## config.mk

```make
export PLATFORM = sky130hd
export DESIGN_NAME = flit_assembler_std
export DESIGN_NICKNAME = d
export VERILOG_FILES = /design/src/rtl/translator_std_pkg.sv /design/src/rtl/flit_assembler_std.sv
export SDC_FILE = /design/constraint.sdc
export NUM_CORES = 1
export LEC_CHECK = 0
export CAP_MARGIN = 25
export CORE_MARGIN = 5
export CORE_UTILIZATION = 30
export CTS_CLUSTER_DIAMETER = 30
export CTS_CLUSTER_SIZE = 8
export DETAILED_ROUTE_END_ITERATION = 16
export PLACE_DENSITY = 0.46
export RECOVER_POWER = 50
export SLEW_MARGIN = 10
export SYNTH_ARGS = -nofsm -noshare
export SYNTH_HDL_FRONTEND = slang
export SYNTH_SLANG_ARGS = --single-unit
```

## constraint.sdc

```tcl
create_clock -name clk -period 2.4 [get_ports clk]
set_input_delay 0.48 -clock clk [delete_from_list [all_inputs] [get_ports clk]]
set_output_delay 0.48 -clock clk [all_outputs]
set_load 0.02 [all_outputs]
```

## src/rtl/translator_std_pkg.sv

```systemverilog
// Shared definitions for the flit/packet translators.
// Flit field positions, FSM encoding and slot helper.
package translator_std_pkg;

  // Field positions, counted down from the flit MSB.
  localparam int FLIT_VALID_OFS = 0;
  localparam int FLIT_HEAD_OFS  = 1;
  localparam int FLIT_TAIL_OFS  = 2;
  localparam int FLIT_VC_OFS    = 3;

  typedef enum logic [1:0] {
    ST_IDLE,
    ST_COLLECT,
    ST_HOLD
  } asm_state_e;

  // Slot k of a packet word; slot 0 sits at the MSB.
  function automatic logic [63:0] get_slot(
    input logic [255:0] pkt,
    input int unsigned  wpkt,
    input int unsigned  wflit,
    input int unsigned  k
  );
    logic [255:0] s;
    s = pkt >> (wpkt - (k + 1) * wflit);
    return s[63:0] & ((64'd1 << wflit) - 64'd1);
  endfunction

endpackage

```

## src/rtl/flit_assembler_std.sv

```systemverilog
// Flit-serial to packet-word assembler.
// Assembly register plus one buffered output word.
module flit_assembler_std
  import translator_std_pkg::*;
#(
  parameter int WIDTH_PKT        = 36,
  parameter int NUM_FLITS        = 4,
  parameter int VC_ADDRESS_WIDTH = 1,
  parameter int ADDRESS_WIDTH    = 4
) (
  input  logic                            clk,
  input  logic                            rst_n,
  input  logic [WIDTH_PKT/NUM_FLITS-1:0]  flit_in,
  output logic                            ready_out,
  output logic [WIDTH_PKT-1:0]            data_out,
  input  logic                            ready_in,
  output logic                            error_out
);

  localparam int WIDTH_FLIT = WIDTH_PKT / NUM_FLITS;
  localparam int CNT_W      = (NUM_FLITS > 1) ? $clog2(NUM_FLITS) : 1;
  localparam int PAYLOAD_W  = WIDTH_FLIT - 3 - VC_ADDRESS_WIDTH;
  localparam logic [CNT_W-1:0] LAST = CNT_W'(NUM_FLITS - 1);

  if (WIDTH_PKT % NUM_FLITS != 0) begin : g_chk_div
    $error("WIDTH_PKT not divisible by NUM_FLITS");
  end
  if (ADDRESS_WIDTH > PAYLOAD_W) begin : g_chk_addr
    $error("flit payload too narrow for ADDRESS_WIDTH");
  end

  asm_state_e           state_q, state_d;
  logic [CNT_W-1:0]     cnt_q, cnt_d;
  logic [WIDTH_PKT-1:0] asm_q, asm_d;
  logic [WIDTH_PKT-1:0] out_q, out_d;
  logic                 full_q, full_d;
  logic                 err_q, err_d;

  logic                 f_valid, f_head, f_tail;
  logic                 accept, start, done;
  logic [WIDTH_PKT-1:0] word;

  assign f_valid = flit_in[WIDTH_FLIT-1-FLIT_VALID_OFS];
  assign f_head  = flit_in[WIDTH_FLIT-1-FLIT_HEAD_OFS];
  assign f_tail  = flit_in[WIDTH_FLIT-1-FLIT_TAIL_OFS];

  assign ready_out = (state_q != ST_HOLD);
  assign accept    = f_valid && ready_out;
  assign data_out  = full_q ? out_q : '0;
  assign error_out = err_q;

  // Next-state: slot fill, completion and output-buffer handoff.
  always_comb begin
    state_d = state_q;
    cnt_d   = cnt_q;
    asm_d   = asm_q;
    out_d   = out_q;
    full_d  = full_q;
    err_d   = 1'b0;
    start   = 1'b0;
    done    = 1'b0;
    word    = asm_q;

    unique case (state_q)
      ST_IDLE: begin
        if (accept) begin
          if (f_head) start = 1'b1;
          else        err_d = 1'b1;
        end
      end
      ST_COLLECT: begin
        if (accept) begin
          if (f_head) begin
            start = 1'b1;
            err_d = 1'b1;
          end else begin
            for (int k = 0; k < NUM_FLITS; k++) begin
              if (k == int'(cnt_q))
                word[WIDTH_PKT-1-k*WIDTH_FLIT -: WIDTH_FLIT] = flit_in;
            end
            if (f_tail) begin
              done = 1'b1;
            end else if (cnt_q == LAST) begin
              done  = 1'b1;
              err_d = 1'b1;
            end else begin
              asm_d = word;
              cnt_d = cnt_q + CNT_W'(1);
            end
          end
        end
      end
      ST_HOLD: begin
        if (ready_in) begin
          out_d   = asm_q;
          full_d  = 1'b1;
          asm_d   = '0;
          cnt_d   = '0;
          state_d = ST_IDLE;
        end
      end
      default: state_d = ST_IDLE;
    endcase

    // A head always begins a fresh word in slot 0.
    if (start) begin
      word = '0;
      word[WIDTH_PKT-1 -: WIDTH_FLIT] = flit_in;
      if (f_tail) begin
        done = 1'b1;
      end else begin
        asm_d   = word;
        cnt_d   = CNT_W'(1);
        state_d = ST_COLLECT;
      end
    end

    if (done) begin
      cnt_d = '0;
      if (!full_q || ready_in) begin
        out_d   = word;
        full_d  = 1'b1;
        asm_d   = '0;
        state_d = ST_IDLE;
      end else begin
        asm_d   = word;
        state_d = ST_HOLD;
      end
    end else if (state_q != ST_HOLD && ready_in && full_q) begin
      full_d = 1'b0;
    end
  end

  // State and datapath registers.
  always_ff @(posedge clk or negedge rst_n) begin
    if (!rst_n) begin
      state_q <= ST_IDLE;
      cnt_q   <= '0;
      asm_q   <= '0;
      out_q   <= '0;
      full_q  <= 1'b0;
      err_q   <= 1'b0;
    end else begin
      state_q <= state_d;
      cnt_q   <= cnt_d;
      asm_q   <= asm_d;
      out_q   <= out_d;
      full_q  <= full_d;
      err_q   <= err_d;
    end
  end

endmodule

```

# Yosys cells after proc, flatten, opt, wreduce, memory -nomap -nowiden
# Cells that the tools add are included.
# word_totals
wordCells	81
input_bits	12
out_inout_bits	38
register_bits	78
# op_classes
n_eq_ne	7
add_sub_neg	1
mux	59
n_reduce_logical	8
# ops
cell	n
$mux 36	18
$pmux 36 s2	1
$mux 9	4
$mux 2	13
$mux 1	20
$pmux 2 s2	2
$eq 2x2->1 const A	2
$eq 2x2->1 const B	2
$logic_not 2->1	2
$logic_and 1x1->1	3
$add 2x1->2 const B	1
$eq 1x2->1 const A	1
$eq 2x1->1 const B	1
$ne 2x2->1 const B	1
$pmux 1 s2	1
$reduce_or 2->1	1
$logic_not 1->1	1
$logic_or 1x1->1	1

# Longest topological paths before layout
# logic_depth
word_depth	10
ltp_mapped	11
ltp_nobuf	7

# Least setup slack after synthesis
# OpenSTA, ideal clock, no wires.
# synth_timing
path_kind	register -> register
start	register state_q[0]
end	register out_q[1]
setup_time_ns	0.126
t_arrival_ns	1.915
period_less_slack_ns	2.041
n_path_buf	2
path_stages_with_launch	10
setup_slack_ns	0.359
cell_sequence	dfrtp_1 inv_1 ha_1 and4bb_1 a32o_1 buf_6 and2_4 nor2_1 buf_2 a221o_1
# synth_between
elab_chain_cells	7
elab_cells_between_ends	18
classes_between	3 x eq/ne; 12 x mux; 3 x reduce/logical
# synth_rtl
item	line_no	rtl
start: declaration	flit_assembler_std.sv:32	asm_state_e state_q, state_d;
start signal: assignment	flit_assembler_std.sv:144	state_q <= state_d;
$ne 2x2->1	flit_assembler_std.sv:47	assign ready_out = (state_q != ST_HOLD);
$logic_and 1x1->1	flit_assembler_std.sv:48	assign accept = f_valid && ready_out;
$mux 36 / $mux 1 (equally long branches)	flit_assembler_std.sv:72	if (accept) begin
$mux 36, or another cell as far along	flit_assembler_std.sv:64	unique case (state_q)
$mux 36 / $mux 1 (equally long branches)	flit_assembler_std.sv:106, flit_assembler_std.sv:109	
$mux 36 / $mux 1 (equally long branches)	flit_assembler_std.sv:120, flit_assembler_std.sv:106	
$mux 36 (*)	flit_assembler_std.sv:118	if (done) begin
net out_d[1]	flit_assembler_std.sv:35	logic [WIDTH_PKT-1:0] out_q, out_d;
end signal: assignment	flit_assembler_std.sv:147	out_q <= out_d;
end: declaration	flit_assembler_std.sv:35	
# Mark *: on every way through the listed nets, which the timed path passes. The rest lies on a longest branch.

# Final worst setup path
# layout_timing
start	register state_q[1]
end	register out_q[31]
# Same word-level chain as after synthesis.

==> key figures <==
Setup path
  • Worst Path Buf+Inv: 4
  • Reg2Reg Capture Point: out_q[31]
  • WP depth: 8
  • Required @ worst endpoint: 2.63 ns
  • CP Capture Type: flip-flop
  • CP dominant cell by count: buf_4
  • Cell family with most CP delay: compound AO/OA/AOI/OAI gates
  • Critical path fanouts, max: 8
  • Reg-to-reg slack, setup: 0.16 ns
  • Worst r2r path cells: 8
  • WS Path Type: flip-flop to flip-flop
  • CP max-delay cell: o211ai_1
  • Worst r2r src: state_q[1]
  • Crit path largest cell delay: 0.46 ns
  • Worst EP arrival: 2.48 ns
  • Worst setup SP type: flip-flop
  • CP cell instances: inv_1 -> ha_1 -> buf_4 -> o211ai_1 -> buf_4 -> a31oi_2 -> buf_4 -> o221a_2

Synthesis
  • Async SR Flop Fraction: 1.00
  • Adder and majority cell fraction of the synthesized area: 0.0118
  • Post-synth top area cell: dfrtp_1
  • Post-synth top area share: 0.461
  • Synthesized cell area: 4230 um2
  • EDFF count, synth: 0
  • YS warnings: 0
  • Synthesized Nets: 449
  • Yosys reg bits: 78
  • Most used DFF post-synth: dfrtp_1
  • Avg Cell Area, Syn: 9.77 um2
  • Synth unique cells: 61
  • Area contributors post-synth: dfrtp_1, and2_1, a22o_1
  • Compound-Gate Fraction of Synth Area: 0.271
  • Main combinational cell family by area after synthesis: compound AO/OA/AOI/OAI gates
  • Cells after synthesis: 433
  • Post-Synth XOR/XNOR Area: 0
  • Area share of and/or/nand/nor cells after synthesis: 0.197
  • Mux share of post-synthesis cell area: 0.00976
  • Seq/Total Area, Yosys: 0.461

Global route
  • Largest net degree at the start of global routing: 43
  • Initial antenna violation count: 0
  • First-pass GRT wire length: 21,100 um
  • Tot GR Track Use: 0.164
  • Vias in the first global route: 3,734
  • Grt total ovfl: 0

Clock network
  • CTS Hold Bufs: 0
  • Htree depth: 3
  • CTS clock-pin slew for the worst setup and hold paths: 0.06 ns
  • Clk sink count: 78
  • CTS root buffer: clkbuf_16
  • Latest clock arrival within the worst-skew pair: 0.35 ns
  • CTS tree: done
  • TritonCTS Buffers: 9
  • CTS max path bufs: 2

Pwr
  • Combinational share of power: 0.429
  • Pint: 3.51 mW
  • Tot Pwr: 5.59 mW
  • Pwr dens: 1020 nW/um2
  • Leak pwr: 2.43 nW
  • Net Switching: 2.08 mW
  • Clk pwr share: 0.250
  • Sw frac: 0.372
  • Share of power burned in registers: 0.321
  • Peak supply drop: 0.308 mV

STA
  • Final Hold Vio Count: 0
  • Rel. slew slack: 0.312
  • Tcrit/Tclk final: 0.935
  • Final worst slack: 0.156 ns
  • Fmax: 446 MHz
  • Final Setup Violations: 0
  • Max-slew violations: 0
  • Slew @ Worst Pin: 1.03 ns
  • RSZ-0062 raised after global routing: false
  • Skew final: 0.00466 ns
  • Crit path time final: 2.24 ns
  • WHS: 0.312 ns

Detailed routing
  • Wire per inst: 18.5 um
  • Top Metal Used: met4
  • Drt pass-1 iters: 5
  • Met2 WL: 5980 um
  • DR vias/cell: 5.14
  • M1 WL: 6170 um
  • Routed via count: 3,600
  • DR iter-0 viols: 342
  • Detailed-route DRC error count: 0
  • Post-DRT Antenna Nets: 0
  • DRT Wirelength: 12,900 um
  • WL met3: 601 um

Floorplanning
  • Die height: 129 um
  • Rows: 43
  • Die X-Extent: 129 um
  • Die area: 16,600 um2
  • CORE AREA: 13,900 um2
  • Ports: 50
  • Initial Utilization: 0.305

Final layout
  • Commonest non-fill, non-tap cell in the layout: dfrtp_1
  • Most frequent cells in the layout: dfrtp_1, buf_4, and2_1, clkdlybuf4s50_1, nand2_1
  • Fin nets: 532
  • Area grow syn2layout: 30.0%
  • Fill count: 1,428
  • Fraction of layout cells with a size suffix above 1: 0.175
  • Fin cells: 700
  • Antenna cell count: 0

Outcome
  • Status: completed

Place
  • Place WS: -0.209 ns
  • Detailed Place HPWL: 9490 um
  • Inst Count DP: 685
  • PortBufs: 49
  • GPL Wtd Cong: 0.867

Flow run
  • Max Cap Viol: 0

Worst hold path
  • Worst hold path class: primary input to asynchronous set/reset pin
## stage by stage
stage | utilization | cell area, um2 | TNS (ns)
CTS | 0.398 | 5530 | 0
detailed placement | 0.377 | 5230 | -5.13
global route | 0.396 | 5500 | 0
global placement | 0.377 | 5230 | -4.89
floorplan | - | 4230 | 0
finish | 0.396 | 5500 | 0
## state kept, by name, indices dropped and copies added (netlist names), named ones only
register,cells
error_out,1
cnt_q,2
out_q,36
state_q,2
asm_q,36
## worst register-to-register path: stages, from the launching register on
cell and delay [ns]:
dfrtp_1 0.38, inv_1 0.09, ha_1 0.23, buf_4 0.17, o211ai_1 0.46, buf_4 0.27
a31oi_2 0.10, buf_4 0.18, o221a_2 0.24
## routing by layer
| metal | track usage | vias to the layer above |
|---|---|---|
| met1 | 0.232 | 1747 |
| met4 | 0.0537 | 0 |
| met3 | 0.0311 | 14 |
| met2 | 0.252 | 88 |
| met5 | 0 | - |
| li1 | - | 1751 |
## worst max-delay path by stage
| stage | startpoint | to | slack, ns |
|---|---|---|---|
| after floorplan | state_q[0] | out_q[1] | 0.36 |
| after global placement | flit_in[8] | asm_q[18] | -0.15 |
| after detailed placement | flit_in[8] | asm_q[19] | -0.21 |
| after CTS | state_q[0] | ready_out | 0.03 |
| after global routing | state_q[1] | out_q[32] | 0.02 |
| final | state_q[1] | out_q[31] | 0.16 |
## cell usage after synthesis, types with 2 or more instances
library cell / count
o21a_1: 2
o221a_2: 9
a22o_1: 22
a21o_1: 4
dfrtp_1: 78
mux2i_1: 3
a221o_1: 7
o2bb2ai_1: 14
o211a_1: 2
nand2_1: 35
o311a_1: 2
nor2_1: 28
o2111ai_1: 2
a22oi_1: 13
buf_4: 2
o21ai_1: 2
clkbuf_1: 23
buf_6: 3
a31oi_1: 11
nand3_1: 15
o22a_1: 2
inv_1: 8
nor3_1: 2
o211ai_1: 2
buf_2: 7
or3_1: 7
and2_1: 41
o22ai_1: 2
a21oi_1: 14
ha_1: 4
and3_1: 4
o21ai_0: 20
nand2b_1: 5
nor2b_1: 11
## cell families (layout without fill, tap and decap cells)
kind of cell | Yosys count | after routing
and+or+nand+nor | 157 | 157
DFF | 78 | 78
AOI/OAI and AO/OA | 145 | 145
buffers and inverters | 45 | 132
adders and majority gates | 4 | 4
muxes | 4 | 4
## power groups by stage
stage	Combinational [mW]	Sequential [mW]	Clock, mW
floorplan	1.46	1.77	0
global placement	2.42	1.82	0
detailed placement	2.43	1.82	0
CTS	2.44	1.80	1.44
global route	2.65	1.84	1.49
finish	2.40	1.80	1.40
## what timing repair did
action,CTS,global route
gates resized for setup,0,3
setup buffers,0,0
endpoints found under the setup margin,0,16
## cell type report
class / instances / area, um2 / share of cell area
Timing Repair Buffer: 109 / 923 / 0.168
Multi-Input combinational cell: 310 / 2070 / 0.377
Clock buffer: 10 / 239 / 0.0434
Clock inverter: 5 / 58.8 / 0.0107
Tap cell: 180 / 225 / 0.0409
Inverter: 8 / 30.0 / 0.00546
Sequential cell: 78 / 1950 / 0.355
Power figures use the tool's default switching activity.
